`src/rtl/vote_tally_multi_pkg.sv`:
```
// Shared types and helpers for the multi-candidate vote tally.
// State enum, hold-counter sizing, winner/tie search.
package vote_tally_pkg;

  typedef enum logic [1:0] {
    IDLE   = 2'd0,
    VOTE   = 2'd1,
    HOLD   = 2'd2,
    FINISH = 2'd3
  } state_e;

  localparam int MAX_CAND  = 16;
  localparam int MAX_CNT_W = 32;

  // Hold counter counts 0..HOLD_CYC-1.
  function automatic int hold_w(input int hold_cyc);
    return (hold_cyc < 2) ? 1 : $clog2(hold_cyc);
  endfunction

  localparam int HOLD_CYC_DEF = 16;
  localparam int HOLD_W_DEF   = hold_w(HOLD_CYC_DEF);

  typedef logic [MAX_CAND-1:0][MAX_CNT_W-1:0] tally_arr_t;

  typedef struct packed {
    logic [3:0] idx;
    logic       tie;
  } win_t;

  // Lowest index holding the maximum; tie if the
  // maximum is shared (all-zero counts as a tie).
  function automatic win_t find_winner(
    input tally_arr_t t,
    input int         n
  );
    win_t                 w;
    logic [MAX_CNT_W-1:0] best;
    w.idx = '0;
    w.tie = 1'b0;
    best  = t[0];
    for (int k = 1; k < MAX_CAND; k++) begin
      if (k < n) begin
        if (t[k] > best) begin
          best  = t[k];
          w.idx = 4'(k);
          w.tie = 1'b0;
        end else if (t[k] == best) begin
          w.tie = 1'b1;
        end
      end
    end
    return w;
  endfunction

endpackage

```
`src/rtl/vote_tally_multi_if.sv`:
```
// Handshake bundle between buttons/readout and the tally.
// master drives i_*, slave (the tally) drives o_*.
interface vote_tally_if #(
  parameter int N_CAND = 4,
  parameter int CNT_W  = 16
);
  localparam int WIN_W = $clog2(N_CAND);

  logic                    i_start;
  logic [N_CAND-1:0]       i_vote;
  logic                    i_voting_over;
  logic [N_CAND*CNT_W-1:0] o_tally;
  logic                    o_valid;
  logic                    o_busy;
  logic                    o_accept;
  logic                    o_reject;
  logic [WIN_W-1:0]        o_winner;
  logic                    o_tie;

  modport master (
    output i_start, i_vote, i_voting_over,
    input  o_tally, o_valid, o_busy,
    input  o_accept, o_reject, o_winner, o_tie
  );

  modport slave (
    input  i_start, i_vote, i_voting_over,
    output o_tally, o_valid, o_busy,
    output o_accept, o_reject, o_winner, o_tie
  );
endinterface

```
`src/rtl/vote_tally_multi_release.sv`:
```
// Release edge detector: prev register + one-hot/multi decode.
// Ports: clk, rst, i_vote in; rel, rel_one, rel_multi out.
module vote_release_detect #(
  parameter int N_CAND = 4
) (
  input  logic              clk,
  input  logic              rst,
  input  logic [N_CAND-1:0] i_vote,
  output logic [N_CAND-1:0] rel,
  output logic              rel_one,
  output logic              rel_multi
);

  logic [N_CAND-1:0] prev_q;
  logic [N_CAND-1:0] low_cl;

  always_ff @(posedge clk or negedge rst) begin
    if (!rst) prev_q <= '1;
    else      prev_q <= i_vote;
  end

  assign rel = prev_q & ~i_vote;

  // Clearing the lowest set bit leaves something
  // only if two or more bits were set.
  assign low_cl    = rel & (rel - N_CAND'(1));
  assign rel_multi = |low_cl;
  assign rel_one   = (|rel) & ~rel_multi;

endmodule

```
`src/rtl/vote_tally_multi.sv`:
```
// Multi-candidate vote tally: FSM, counters, lockout, publish.
// Ports: clk, rst (async low), bus (vote_tally_if.slave).
// Winner/tie logic built only with VOTE_TALLY_WINNER_EN.
module vote_tally_multi
  import vote_tally_pkg::*;
#(
  parameter int N_CAND   = 4,
  parameter int CNT_W    = 16,
  parameter int HOLD_CYC = 16
) (
  input  logic         clk,
  input  logic         rst,
  vote_tally_if.slave  bus
);

  localparam int HOLD_W = hold_w(HOLD_CYC);
  localparam int WIN_W  = $clog2(N_CAND);

  state_e                        state_q;
  logic [N_CAND-1:0][CNT_W-1:0]  cnt_q;
  logic [N_CAND-1:0][CNT_W-1:0]  cnt_d;
  logic [HOLD_W-1:0]             hold_q;
  logic [N_CAND*CNT_W-1:0]       tally_q;
  logic                          valid_q;
  logic                          busy_q;
  logic                          acc_q;
  logic                          rej_q;

  logic [N_CAND-1:0]             rel;
  logic                          rel_one;
  logic                          rel_multi;
  logic                          active;
  logic                          fin_entry;

  vote_release_detect #(
    .N_CAND (N_CAND)
  ) u_rel (
    .clk       (clk),
    .rst       (rst),
    .i_vote    (bus.i_vote),
    .rel       (rel),
    .rel_one   (rel_one),
    .rel_multi (rel_multi)
  );

  assign active    = (state_q == VOTE) || (state_q == HOLD);
  assign fin_entry = active && bus.i_voting_over;

  // Saturating +1 for the released candidate only.
  always_comb begin
    cnt_d = cnt_q;
    for (int k = 0; k < N_CAND; k++) begin
      if (rel[k] && (cnt_q[k] != '1))
        cnt_d[k] = cnt_q[k] + CNT_W'(1);
    end
  end

  always_ff @(posedge clk or negedge rst) begin
    if (!rst) begin
      state_q <= IDLE;
      cnt_q   <= '0;
      hold_q  <= '0;
      tally_q <= '0;
      valid_q <= 1'b0;
      busy_q  <= 1'b0;
      acc_q   <= 1'b0;
      rej_q   <= 1'b0;
    end else begin
      acc_q <= 1'b0;
      rej_q <= 1'b0;
      if (fin_entry) begin
        // Close wins over any same-cycle release.
        state_q <= FINISH;
        tally_q <= cnt_q;
        valid_q <= 1'b1;
        busy_q  <= 1'b0;
      end else begin
        unique case (state_q)
          IDLE: begin
            if (bus.i_start) begin
              state_q <= VOTE;
              cnt_q   <= '0;
              valid_q <= 1'b0;
              busy_q  <= 1'b1;
            end
          end
          VOTE: begin
            if (rel_one) begin
              cnt_q   <= cnt_d;
              acc_q   <= 1'b1;
              hold_q  <= '0;
              state_q <= HOLD;
            end else if (rel_multi) begin
              rej_q <= 1'b1;
            end
          end
          HOLD: begin
            if (hold_q == HOLD_W'(HOLD_CYC - 1))
              state_q <= VOTE;
            else
              hold_q <= hold_q + HOLD_W'(1);
          end
          FINISH: begin
            if (!bus.i_voting_over)
              state_q <= IDLE;
          end
          default: state_q <= IDLE;
        endcase
      end
    end
  end

  assign bus.o_tally  = tally_q;
  assign bus.o_valid  = valid_q;
  assign bus.o_busy   = busy_q;
  assign bus.o_accept = acc_q;
  assign bus.o_reject = rej_q;

`ifdef VOTE_TALLY_WINNER_EN
  tally_arr_t       arr;
  win_t             win;
  logic [WIN_W-1:0] win_q;
  logic             tie_q;

  always_comb begin
    arr = '0;
    for (int k = 0; k < N_CAND; k++)
      arr[k] = MAX_CNT_W'(cnt_q[k]);
    win = find_winner(arr, N_CAND);
  end

  always_ff @(posedge clk or negedge rst) begin
    if (!rst) begin
      win_q <= '0;
      tie_q <= 1'b0;
    end else if (fin_entry) begin
      win_q <= WIN_W'(win.idx);
      tie_q <= win.tie;
    end
  end

  assign bus.o_winner = win_q;
  assign bus.o_tie    = tie_q;
`else
  assign bus.o_winner = '0;
  assign bus.o_tie    = 1'b0;
`endif

endmodule

```
`src/flat_wrapper.sv`:
```
// flat-port wrapper written by rule: the top's interface ports become plain ports
module vote_tally_multi_flat import vote_tally_pkg::*;
#(
  parameter int N_CAND   = 4,
  parameter int CNT_W    = 16,
  parameter int HOLD_CYC = 16
)
  (clk, rst, bus_i_start, bus_i_vote, bus_i_voting_over, bus_o_tally, bus_o_valid, bus_o_busy, bus_o_accept, bus_o_reject, bus_o_winner, bus_o_tie);
  vote_tally_if #(.N_CAND(N_CAND), .CNT_W(CNT_W)) bus_i ();
  input  logic clk;
  input  logic rst;
  input wire logic [$bits(bus_i.i_start)-1:0] bus_i_start;
  input wire logic [$bits(bus_i.i_vote)-1:0] bus_i_vote;
  input wire logic [$bits(bus_i.i_voting_over)-1:0] bus_i_voting_over;
  output wire logic [$bits(bus_i.o_tally)-1:0] bus_o_tally;
  output wire logic [$bits(bus_i.o_valid)-1:0] bus_o_valid;
  output wire logic [$bits(bus_i.o_busy)-1:0] bus_o_busy;
  output wire logic [$bits(bus_i.o_accept)-1:0] bus_o_accept;
  output wire logic [$bits(bus_i.o_reject)-1:0] bus_o_reject;
  output wire logic [$bits(bus_i.o_winner)-1:0] bus_o_winner;
  output wire logic [$bits(bus_i.o_tie)-1:0] bus_o_tie;
  assign bus_i.i_start = bus_i_start;
  assign bus_i.i_vote = bus_i_vote;
  assign bus_i.i_voting_over = bus_i_voting_over;
  assign bus_o_tally = bus_i.o_tally;
  assign bus_o_valid = bus_i.o_valid;
  assign bus_o_busy = bus_i.o_busy;
  assign bus_o_accept = bus_i.o_accept;
  assign bus_o_reject = bus_i.o_reject;
  assign bus_o_winner = bus_i.o_winner;
  assign bus_o_tie = bus_i.o_tie;
  vote_tally_multi #(.N_CAND(N_CAND), .CNT_W(CNT_W), .HOLD_CYC(HOLD_CYC)) u_core (.clk(clk), .rst(rst), .bus(bus_i));
endmodule
```
`config.mk`:
```
export PLATFORM = sky130hd
export DESIGN_NAME = vote_tally_multi_flat
export DESIGN_NICKNAME = d
export VERILOG_FILES = /design/src/rtl/vote_tally_multi_pkg.sv /design/src/rtl/vote_tally_multi_if.sv /design/src/rtl/vote_tally_multi_release.sv /design/src/rtl/vote_tally_multi.sv /design/src/flat_wrapper.sv
export SDC_FILE = /design/constraint.sdc
export NUM_CORES = 1
export LEC_CHECK = 0
export ABC_CLOCK_PERIOD_IN_PS = 2800
export CAP_MARGIN = 5
export CORE_ASPECT_RATIO = 0.75
export CORE_UTILIZATION = 60
export DETAILED_ROUTE_END_ITERATION = 7
export DONT_BUFFER_PORTS = 1
export GPL_ROUTABILITY_DRIVEN = 0
export PLACE_DENSITY = 0.76
export SLEW_MARGIN = 20
export SYNTH_ARGS = -nofsm -noshare
export SYNTH_HDL_FRONTEND = slang
export SYNTH_HIERARCHICAL = 1
export SYNTH_SLANG_ARGS = --single-unit
```
`constraint.sdc`:
```
create_clock -name clk -period 2.8 [get_ports clk]
set_input_delay 0.56 -clock clk [delete_from_list [all_inputs] [get_ports clk]]
set_output_delay 0.56 -clock clk [all_outputs]
set_load 0.01 [all_outputs]
```
==> results_dict.tcl, run 1 <==
set metrics [dict create \
    row_count 33 \
    num_vias 5348 \
    slew_viol_final 0 \
    path_depth 9 \
    post-cts-setup-buffers 0 \
    synthTopCellsByCount "dfrtp_1, nand2_1, mux2_2" \
    grt_pass1_vias 5161 \
    synth_ff_type "dfrtp_1" \
    violations "hold timing" \
    outcome "finished, violations left" \
    routed_wirelength_mm 15.1 \
    critPathBufInv 1 \
    cp_cell_sequence "nor2b_2 > nor4b_1 > a211o_1 > nand2b_2 > and4_4 > o31ai_4 > buf_4 > or4_1 > nand3_1" \
    initial_utilization 0.631 \
    ys_seq_elements 142 \
    slowest_stage "dfstp_2" \
    yosysUniqueCellTypes 65 \
    overflow 0 \
    fin_area_um2 7760 \
    area_growth_pct 9.93 \
    drv_cap 0 \
    routed_via_density 6.51 \
    final.setup_skew_ns 0.00766 \
    p_per_area_nw_per_um2 1030 \
    worstPathMaxFanout 20 \
    timing.final.crit_share 0.926 \
    synthCells 658 \
    crit_arrival_ns 2.93 \
    clkLatencyLatePin_ns 0.41 \
    cts_tree "done" \
    die-area_um2 12200 \
    crit_type "reg2reg" \
    setup_violations 0 \
    cp.required_ns 3.14 \
    grt_use_total 0.266 \
    ys_seq_area_frac 0.504 \
    utilization 0.694 \
    yosysWarnings 6 \
    async_flop_share 1.00 \
    die_w_um 127 \
    cts_root_buf "clkbuf_16" \
    setup_tns_ns 0 \
    rsz0062_at_grt "no" \
    synth_area_per_cell_um2 10.7 \
    antenna_found_initial 0 \
    cts.clk_slew.worst_paths_ns 0.06 \
    holdWs_ns -0.159 \
    synth_edf_count 0 \
    slowest_delay_ns 0.51 \
    slew_headroom 0.541 \
    min_path_type "in2async" \
    die_height_um 95.9 \
    hold_violations 138 \
    hpwl_mm 9.79 \
    antenna_cells 0 \
    yosysMostFrequentCell "dfrtp_1" \
    design.core.area_um2 11200 \
    timing.rr.start "u_core/u_rel/prev_q[3]" \
    cts_made_buffers 17 \
    nets 668 \
    vdd_drop_max_v 0.000522 \
    r2r_end "u_core/cnt_q[57]" \
    max_freq_ghz 0.386 \
    p_leak_nw 3.33 \
    drc 0 \
    reg2reg_setup_slack_ns 0.21 \
    wl_per_cell_um 18.4 \
    period_needed_ns 2.59 \
    grt_max_degree 143 \
    synthTopCellsByArea "dfrtp_1, mux2_2, nand2_1, nand3_1, o21ai_0" \
    reg2reg_depth 9 \
    ant_nets 0 \
    synth_top_area_frac 0.489 \
    portBuffers 0 \
    clock-sinks 142 \
    crit_family "simple AND/OR/NAND/NOR gates" \
    placed_area_um2 7170 \
    pin_count 79 \
    cts_buffer_depth 2 \
    grt_pass1_wl_mm 25.0 \
    drive_gt1_frac 0.206 \
    worstMarginPinSlew_ns 0.689 \
    cts-htree-levels 4 \
    syn-cell-area_um2 7060 \
    drt_iter0_markers 513 \
    cp-start-kind "flop" \
    firstDrtPassIters 5 \
    cp-end-kind "flop" \
    synth_top_area_cell "dfrtp_1" \
]
[routing by layer]
metal	vias up	part of all wire	track usage
li1	2435	-	-
met4	0	0.017	0.124
met1	2664	0.45	0.352
met5	-	0	0
met2	222	0.47	0.422
met3	27	0.065	0.0617
[worst max path at each step]
stage | startpoint | endpoint | slack [ns]
CTS | u_core/u_rel/prev_q[3] | u_core/cnt_q[57] | 0.13
floorplan | bus_i_vote[1] | u_core/cnt_q[61] | 0.23
detailed placement | bus_i_vote[3] | u_core/cnt_q[51] | 0.13
global route | u_core/u_rel/prev_q[3] | u_core/cnt_q[53] | 0.06
finish | u_core/u_rel/prev_q[3] | u_core/cnt_q[57] | 0.21
global placement | bus_i_vote[3] | u_core/cnt_q[51] | 0.22
[stage by stage]
stage	total power, mW	instances	hold WS (ns)	setup WS (ns)
2_1_floorplan	5.16	660	0.264	0.230
3_3_place_gp	5.66	789	0.270	0.217
3_5_place_dp	5.84	789	0.268	0.128
4_1_cts	8.03	821	-0.174	0.132
5_1_grt	8.47	821	-0.186	0.0577
6_report	8.02	821	-0.159	0.207
[layout by cell type, fill, tap and decap left out, types with 13 or more instances in the layout]
| master | instances |
|---|---|
| dfrtp_1 | 138 |
| nand2_1 | 88 |
| mux2_2 | 64 |
| nand3_1 | 55 |
| o21ai_0 | 26 |
| nor2_1 | 20 |
| clkbuf_16 | 17 |
| nor3_1 | 16 |
| a21oi_1 | 15 |
| o211ai_1 | 14 |
| or4_1 | 13 |
[kinds of logic after synthesis]
group	after synthesis	synth area share
and+or+nand+nor	267	0.200
xor gates and xnor gates	1	0.00124
AOI/OAI and AO/OA	120	0.133
muxes	70	0.111
other	1	0.000531
DFF	142	0.504
adders and majority gates	9	0.0160
buffers and inverters	48	0.0349
[sequential cells by signal (all words and copies together), names as in the netlist]
register,count
u_core/cnt_q,64
u_core/state_q,2
u_core/bus.o_valid,1
u_core/u_rel/prev_q,4
u_core/hold_q,4
u_core/bus.o_reject,1
u_core/bus.o_busy,1
u_core/bus.o_accept,1
u_core/bus.o_tally,64
[where the power goes]
part | internal [mW] | total [mW] | switching, mW
Clock | 1.34 | 2.15 | 0.818
Sequential | 2.57 | 3.26 | 0.689
Combinational | 1.11 | 2.60 | 1.50
[final cells by class]
class	instances	area, um2
clock buffers	23	498
clock inverters	9	83.8
fillers	818	3430
inverters	7	26.3
multi-input cells	470	3270
flip-flops and latches	142	3560
well taps	157	196
repair buffers	13	123
[what timing repair did]
| action | 4_1_cts | 5_1_grt |
|---|---|---|
| resized for setup | 0 | 2 |
| setup endpoints to repair | 0 | 9 |
| endpoints found under the hold margin | 141 | 141 |
No activity file was read; power rests on OpenSTA's default activity.
==> run 2, diff against run 1 <==
--- a/config.mk
+++ b/config.mk
@@ -7,7 +7,7 @@
 export LEC_CHECK = 0
 export ABC_CLOCK_PERIOD_IN_PS = 2800
 export CAP_MARGIN = 5
-export CORE_ASPECT_RATIO = 0.75
+export CORE_ASPECT_RATIO = 0.5
 export CORE_UTILIZATION = 60
 export DETAILED_ROUTE_END_ITERATION = 7
 export DONT_BUFFER_PORTS = 1
==> run 2 against run 1 <==
Effect of this change:
- the flow still finishes with violations (hold timing)
- count of clock-buffer cells in the layout down 4
- via count shrank 2.1%
- clock skew down 0.00084 ns
- utilization rose by 0.33 points
- power up 2.6%
- design area up 0.71%
- sequential share of layout area decreased by 0.32 points
- critical path type unchanged
- critical endpoint is now u_core/cnt_q[16]
- highest routed layer unchanged
==> results_dict.tcl, run 2 (synthesized netlist as in run 1, its figures left out) <==
set metrics [dict create \
    reg2reg_depth 8 \
    crit_family "simple AND/OR/NAND/NOR gates" \
    area_growth_pct 10.7 \
    worstMarginPinSlew_ns 0.582 \
    cp_cell_sequence "nor2b_2 > nor4b_1 > a211o_1 > nand2b_2 > nand3_1 > buf_4 > or2_2 > o311ai_0" \
    slew_viol_final 0 \
    clockPowerShare 0.284 \
    clkLatencyLatePin_ns 0.42 \
    outcome "finished, violations left" \
    fin_area_um2 7820 \
    p_sw_frac 0.374 \
    cp-start-kind "flop" \
    ant_nets 0 \
    placed_area_um2 7200 \
    p_int_mw 5.15 \
    drt_iter0_markers 461 \
    portBuffers 0 \
    holdWs_ns -0.166 \
    initial_utilization 0.629 \
    wl_per_cell_um 18.3 \
    drive_gt1_frac 0.213 \
    max_freq_ghz 0.375 \
    setup_violations 0 \
    setup_tns_ns 0 \
    cts.clk_slew.worst_paths_ns 0.06 \
    min_path_type "in2async" \
    comb_power_share 0.322 \
    period_needed_ns 2.67 \
    grt_pass1_wl_mm 25.2 \
    slowest_delay_ns 0.51 \
    crit_arrival_ns 2.94 \
    critPathBufInv 1 \
    hold_violations 138 \
    cp.required_ns 3.08 \
    final.setup_skew_ns 0.00682 \
    cts_buffer_depth 2 \
    power_frac_seq 0.394 \
    p_per_area_nw_per_um2 1050 \
    path_depth 8 \
    grt_pass1_vias 5071 \
    antenna_found_initial 0 \
    routed_wirelength_mm 15.1 \
    die-area_um2 12200 \
    die_height_um 78.7 \
    vdd_drop_max_v 0.000479 \
    timing.rr.start "u_core/u_rel/prev_q[3]" \
    pin_count 79 \
    drc 0 \
    grt_max_degree 143 \
    p_leak_nw 3.37 \
    slowest_stage "dfstp_2" \
    clock-sinks 142 \
    cts_made_buffers 17 \
    antenna_cells 0 \
    routed_via_density 6.32 \
    crit_type "reg2reg" \
    grt_use_total 0.265 \
    timing.final.crit_share 0.952 \
    drv_cap 0 \
    cts_root_buf "clkbuf_16" \
    slew_headroom 0.609 \
    cts-htree-levels 4 \
    reg2reg_setup_slack_ns 0.13 \
    final_cell_mix "dfrtp_1, nand2_1, mux2_2" \
    num_vias 5238 \
    final_common_cell "dfrtp_1" \
    rsz0062_at_grt "no" \
    firstDrtPassIters 5 \
    hpwl_mm 9.74 \
    cp-end-kind "flop" \
    row_count 27 \
    design.core.area_um2 11200 \
    violations "hold timing" \
    cts_tree "done" \
    worstPathMaxFanout 8 \
    power.switching_mw 3.08 \
    nets 674 \
    overflow 0 \
    die_w_um 155 \
    r2r_end "u_core/cnt_q[16]" \
]
[run 2: metrics by stage]
stage,hold slack (ns),total power [mW],worst slack (ns),utilization,instances
floorplan,0.264,5.16,0.230,-,660
CTS,-0.178,8.24,0.0578,0.697,829
detailed placement,0.267,5.87,0.114,0.642,797
global placement,0.269,5.75,0.234,0.642,797
finish,-0.166,8.23,0.134,0.697,829
global route,-0.187,8.70,0.0439,0.697,829
[run 2: layer usage]
layer / vias up / track usage / routed length, um
met5: - / 0 / 0
met4: 0 / 0.0951 / 172
met3: 21 / 0.0742 / 1040
met2: 163 / 0.432 / 7120
met1: 2610 / 0.341 / 6820
li1: 2444 / - / -
[run 2: power groups by stage]
stage                     clock network, mW  logic, mW  registers, mW
final                                  2.34       2.65           3.25
after floorplan                           0       2.08           3.08
after global routing                   2.47       2.91           3.33
after detailed placement                  0       2.60           3.27
after CTS                              2.37       2.63           3.24
after global placement                    0       2.50           3.25
[run 2: repair_timing]
action,4_1_cts,5_1_grt
setup endpoints to repair,0,6
resized for setup,0,1
hold endpoints to repair,138,138
setup buffers,0,0
[run 2: layout make-up]
cell class              count  area [um2]
clock buffers              19         453
clock inverters            13         161
fillers                   813        3400
inverters                   7        26.3
multi-input cells         470        3270
flip-flops and latches    142        3560
well taps                 159         199
repair buffers             19         143
[run 2: worst max-delay path by stage]
stage | startpoint | end | slack, ns
6_report | u_core/u_rel/prev_q[3] | u_core/cnt_q[16] | 0.13
5_1_grt | u_core/u_rel/prev_q[3] | u_core/cnt_q[16] | 0.04
4_1_cts | u_core/u_rel/prev_q[3] | u_core/cnt_q[16] | 0.06
3_5_place_dp | bus_i_vote[3] | u_core/cnt_q[57] | 0.11
3_3_place_gp | bus_i_vote[3] | u_core/cnt_q[57] | 0.23
2_1_floorplan | bus_i_vote[1] | u_core/cnt_q[61] | 0.23
